[config.mk]
export PLATFORM = sky130hd
export DESIGN_NAME = sar_search_flat
export DESIGN_NICKNAME = d
export VERILOG_FILES = /design/src/rtl/sar_pkg.sv /design/src/rtl/sar_search_if.sv /design/src/rtl/sar_bit_mask.sv /design/src/rtl/sar_search.sv /design/src/flat_wrapper.sv
export SDC_FILE = /design/constraint.sdc
export NUM_CORES = 1
export LEC_CHECK = 0
export CORE_MARGIN = 4
export CORE_UTILIZATION = 47
export DETAILED_ROUTE_END_ITERATION = 6
export PLACE_DENSITY = 0.76
export SLEW_MARGIN = 20
export SYNTH_ARGS = -nofsm -noshare
export SYNTH_HDL_FRONTEND = slang
export SYNTH_SLANG_ARGS = --single-unit
[constraint.sdc]
create_clock -name clk -period 1.35 [get_ports clk]
set_input_delay 0.27 -clock clk [delete_from_list [all_inputs] [get_ports clk]]
set_output_delay 0.27 -clock clk [all_outputs]
set_load 0.01 [all_outputs]
[src/rtl/sar_pkg.sv]
// Shared definitions for the successive-approximation search engine:
// state encoding, default width and the index-width helper.
package sar_pkg;

    localparam int SAR_WIDTH = 4;

    typedef enum logic [1:0] {
        IDLE    = 2'd0,
        COMPARE = 2'd1,
        DONE    = 2'd2
    } sar_state_e;

    // Bits needed to index WIDTH positions; never less than one bit.
    function automatic int idxWidth(input int w);
        int r;
        r = 1;
        while ((1 << r) < w) r++;
        return r;
    endfunction

endpackage

[src/rtl/sar_search_if.sv]
// Comparator-side bus of the search engine: trial value out, gt/eq/lt answer back,
// plus the start/busy/done/result/err handshake.
interface sar_search_if
    import sar_pkg::*;
#(
    parameter int WIDTH = SAR_WIDTH
);

    logic             start;
    logic [WIDTH-1:0] guess;
    logic             gt;
    logic             eq;
    logic             lt;
    logic             busy;
    logic             done;
    logic [WIDTH-1:0] result;
    logic             err;

    modport master (
        input  start, gt, eq, lt,
        output guess, busy, done, result, err
    );

    modport slave (
        output start, gt, eq, lt,
        input  guess, busy, done, result, err
    );

endinterface

[src/rtl/sar_bit_mask.sv]
// Decodes the current bit index into a one-hot mask; used both for the trial
// value and for setting the accepted bit in the accumulator.
module sar_bit_mask #(
    parameter int WIDTH = 4,
    parameter int IW    = 2
) (
    input  logic [IW-1:0]    idx_i,
    output logic [WIDTH-1:0] mask_o
);

    always_comb begin
        mask_o = '0;
        for (int i = 0; i < WIDTH; i++) begin
            if (idx_i == IW'(i)) mask_o[i] = 1'b1;
        end
    end

endmodule

[src/rtl/sar_search.sv]
// Successive-approximation search, one bit per cycle MSB first, against an external comparator.
// Define SAR_EARLY_EXIT_EN to finish as soon as the comparator reports equality.
module sar_search
    import sar_pkg::*;
#(
    parameter int WIDTH = SAR_WIDTH
) (
    input  logic         clk,
    input  logic         rst,
    sar_search_if.master bus
);

    localparam int IW = idxWidth(WIDTH);

    sar_state_e       state_q, state_d;
    logic [WIDTH-1:0] acc_q, acc_d;
    logic [IW-1:0]    idx_q, idx_d;
    logic [WIDTH-1:0] result_q, result_d;
    logic             err_q, err_d;

    logic [WIDTH-1:0] bitMask;
    logic [WIDTH-1:0] trialGuess;
    logic             flagsOk;

    sar_bit_mask #(
        .WIDTH (WIDTH),
        .IW    (IW)
    ) u_mask (
        .idx_i  (idx_q),
        .mask_o (bitMask)
    );

    assign trialGuess = acc_q | bitMask;
    // Exactly one of three: odd parity rules out 0 and 2, the AND rules out 3.
    assign flagsOk    = (bus.gt ^ bus.eq ^ bus.lt) & ~(bus.gt & bus.eq & bus.lt);

    always_ff @(posedge clk or posedge rst) begin
        if (rst) begin
            state_q  <= IDLE;
            acc_q    <= '0;
            idx_q    <= '0;
            result_q <= '0;
            err_q    <= 1'b0;
        end else begin
            state_q  <= state_d;
            acc_q    <= acc_d;
            idx_q    <= idx_d;
            result_q <= result_d;
            err_q    <= err_d;
        end
    end

    always_comb begin
        state_d  = state_q;
        acc_d    = acc_q;
        idx_d    = idx_q;
        result_d = result_q;
        err_d    = err_q;

        case (state_q)
            IDLE: begin
                if (bus.start) begin
                    acc_d   = '0;
                    idx_d   = IW'(WIDTH - 1);
                    err_d   = 1'b0;
                    state_d = COMPARE;
                end
            end

            COMPARE: begin
                if (!flagsOk) err_d = 1'b1;
                if (bus.gt | bus.eq) acc_d = trialGuess;
`ifdef SAR_EARLY_EXIT_EN
                if (bus.eq) begin
                    acc_d   = trialGuess;
                    state_d = DONE;
                end else if (idx_q == '0) begin
                    state_d = DONE;
                end else begin
                    idx_d = idx_q - IW'(1);
                end
`else
                if (idx_q == '0) begin
                    state_d = DONE;
                end else begin
                    idx_d = idx_q - IW'(1);
                end
`endif
                // Result is captured on the edge entering DONE so it is valid alongside done.
                if (state_d == DONE) result_d = acc_d;
            end

            DONE: begin
                state_d = IDLE;
            end

            default: begin
                state_d = IDLE;
            end
        endcase
    end

    assign bus.guess  = (state_q == COMPARE) ? trialGuess : '0;
    assign bus.busy   = (state_q != IDLE);
    assign bus.done   = (state_q == DONE);
    assign bus.result = result_q;
    assign bus.err    = err_q;

endmodule

[src/flat_wrapper.sv]
// flat-port wrapper written by rule: the top's interface ports become plain ports
module sar_search_flat import sar_pkg::*;
#(
    parameter int WIDTH = SAR_WIDTH
)
  (clk, rst, bus_start, bus_gt, bus_eq, bus_lt, bus_guess, bus_busy, bus_done, bus_result, bus_err);
  sar_search_if #(.WIDTH(WIDTH)) bus_i ();
  input  logic clk;
  input  logic rst;
  input wire logic [$bits(bus_i.start)-1:0] bus_start;
  input wire logic [$bits(bus_i.gt)-1:0] bus_gt;
  input wire logic [$bits(bus_i.eq)-1:0] bus_eq;
  input wire logic [$bits(bus_i.lt)-1:0] bus_lt;
  output wire logic [$bits(bus_i.guess)-1:0] bus_guess;
  output wire logic [$bits(bus_i.busy)-1:0] bus_busy;
  output wire logic [$bits(bus_i.done)-1:0] bus_done;
  output wire logic [$bits(bus_i.result)-1:0] bus_result;
  output wire logic [$bits(bus_i.err)-1:0] bus_err;
  assign bus_i.start = bus_start;
  assign bus_i.gt = bus_gt;
  assign bus_i.eq = bus_eq;
  assign bus_i.lt = bus_lt;
  assign bus_guess = bus_i.guess;
  assign bus_busy = bus_i.busy;
  assign bus_done = bus_i.done;
  assign bus_result = bus_i.result;
  assign bus_err = bus_i.err;
  sar_search #(.WIDTH(WIDTH)) u_core (.clk(clk), .rst(rst), .bus(bus_i));
endmodule
==> results <==
## worst paths after layout
kind                       slack [ns]                  from                   end
setup reg to reg                 0.06       u_core.idx_q[1]  u_core.bus.result[0]
hold / removal                   0.28                   rst       u_core.acc_q[3]
setup / recovery                -0.23       u_core.idx_q[0]          bus_guess[2]
hold reg to reg                  0.48  u_core.bus.result[2]  u_core.bus.result[2]
min in group clk                 0.48  u_core.bus.result[2]  u_core.bus.result[2]
max in group asynchronous        0.88                   rst       u_core.idx_q[1]
## flip-flops by register name, summed over array words and instances (netlist names)
signal,flops
u_core.acc_q,4
u_core.bus.err,1
u_core.bus.result,4
u_core.idx_q,2
u_core.state_q,2
## power by group through the flow
stage	clock network, mW	logic, mW	registers [mW]
2_1_floorplan	0	0.635	0.747
3_3_place_gp	0	1.41	0.689
3_5_place_dp	0	1.45	0.697
4_1_cts	0.256	1.45	0.728
5_1_grt	0.274	1.78	0.758
6_report	0.247	1.64	0.740
## cell usage after synthesis
library cell / n
nor2_1: 21
dfrtp_1: 13
a21oi_1: 11
inv_1: 8
ha_1: 6
o21ai_0: 6
nand2_1: 5
a311oi_1: 2
nand2b_1: 2
buf_2: 1
mux2_2: 1
mux2i_1: 1
nand3b_1: 1
nor2b_1: 1
o21ba_2: 1
or2_2: 1
## routing by layer
metal,vias to the layer above,global-route usage,wire length [um]
met5,-,0,0
met4,0,0.119,52
met3,9,0.0469,159
met2,47,0.393,1030
met1,359,0.246,823
li1,347,-,-
## stage by stage
| stage | total power, mW | setup TNS, ns |
|---|---|---|
| after floorplan | 1.38 | 0 |
| after global placement | 2.09 | -2.16 |
| after detailed placement | 2.14 | -2.45 |
| after CTS | 2.44 | -0.663 |
| after global routing | 2.81 | -1.33 |
| final | 2.63 | -0.872 |
## timing repair
item,in CTS,in global routing
endpoints found under the setup margin,15,16
setup buffers,2,4
gates cloned,1,0
resized for setup,46,7
pin swaps,5,10
## worst max-delay path, stage by stage, from the launching register on
cell and delay, ns:
dfrtp_2 0.46, inv_4 0.09, ha_4 0.12, nor2_1 0.03, nor2_1 0.15, buf_2 0.17
## area by class of cell
class	count	area, um2	share of cell area
Timing Repair Buffer	36	288	0.263
Sequential cell	13	328	0.300
Inverter	8	35.0	0.0321
Multi-Input combinational cell	60	397	0.363
Clock buffer	4	26.3	0.0241
Tap cell	15	18.8	0.0172
## kinds of logic (layout without fill, tap and decap cells)
family,count (synthesis),after routing,synth area share
AOI/OAI and AO/OA,20,20,0.161
adders and majority gates,6,6,0.107
buffers and inverters,9,48,0.0501
DFF,13,13,0.465
muxes,2,2,0.0304
and+or+nand+nor,31,32,0.186
==> run_results.csv <==
group,metric,value,unit
synthesis,netlist_instances,81,
power,pwr-share-seq,0.281,
synthesis,yosys.area.top_type,"dfrtp_1",
power,p_per_area,2410,mW/mm2
clocking,cts-root-buf,"clkbuf_4",
routing,vias,762,
die,chipHeight,46.6,um
synthesis,yosys-top-cells-area,"dfrtp_1 (47%), nor2_1 (11%), ha_1 (11%)",
finish,fin_util,0.809,
power,combPwrFrac,0.625,
finish,final_cell_mix,"nor2_1 (18), buf_4 (18), a21oi_1 (11), dfrtp_1 (11), inv_1 (6)",
critical_path,critPathCaptureType,"output pin",
synthesis,syn_area,699,um2
clocking,htreeDepth,1,
flow_run,maxCapViolCount,0,
routing,wire_per_inst,15.2,um
global_route,grt_use_total,0.223,
synthesis,yosysTopAreaCellShare,0.465,
clocking,cts_buffer_depth,2,
routing,routed_wl,2060,um
finish,fin_nets,134,
timing,max_freq,634,MHz
power,internal-power,1.53,mW
run_status,status,"complete, but fails checks",
clocking,clkSinkCount,13,
die,rows,13,
global_route,grt_pass1_vias,702,
clocking,cts_buffers,3,
die,initial_utilization,0.518,
critical_path,cp.required,1.08,ns
finish,drive_gt1_frac,0.364,
timing,fin_ws,-0.228,ns
finish,final_area,0.00109,mm2
place,hpwl,1220,um
die,core,0.00135,mm2
run_status,violations,"setup timing",
global_route,gr-total-overflow,0,
global_route,antenna_found_initial,0,
die,fp.dieArea,0.00217,mm2
timing,setup_violations,5,
finish,antennaDiodeCount,0,
critical_path,path_class,"register to output pin",
finish,fin_cells,136,
timing,slew_headroom,0.847,
routing,drtPass1Iterations,4,
clocking,path_clk_slew,0.08,ns
place,pre_cts_slack,-0.300,ns
place,dpl-instance-area,978,um2
critical_path,reg2reg_depth,6,
timing,clock_skew,0.00870,ns
power,clkPwrFrac,0.094,
routing,vias_per_cell,5.60,
synthesis,yosysSeqAreaShare,0.465,
routing,drcViolationCount,0,
place,dp_cells,125,
routing,ant_nets,0,
power,p_leak,0.539,nW
global_route,grt_max_degree,14,
timing,rsz0062_at_grt,"yes",
routing,drt-initial-drc-count,45,
global_route,grt_pass1_wl,3280,um
timing,period_share,1.17,
timing,drv_slew,0,
synthesis,synthDistinctLibCells,16,
synthesis,yosys_warnings,0,
synthesis,postSynthAreaPerCell,8.63,um2
timing,min_period,1.58,ns
clocking,ctsHoldBuffers,0,
synthesis,synth-seq-cells,13,
die,io_pins,17,
place,port_buffers,16,
critical_path,critPathMaxFanout,4,
clocking,clk_latency,0.29,ns
finish,area_growth,56.2,%
power,netSwitchingPower,1.11,mW
timing,whs,0.279,ns
place,place.gp.congestion,0.743,
finish,nFillCells,92,
power,peakVddDrop,1.29,mV
timing,hold_violations,0,
clocking,cts_tree,"done",
die,die_w,46.6,um
critical_path,cp-start-kind,"register",
timing,worst_pin_slew,0.228,ns
min_path,hold_path_class,"input pin to asynchronous set/reset pin",
critical_path,critPathArrivalTime,1.31,ns
synthesis,synth_nets,93,
power,p_sw_frac,0.420,
No activity file was read; power rests on OpenSTA's default activity.
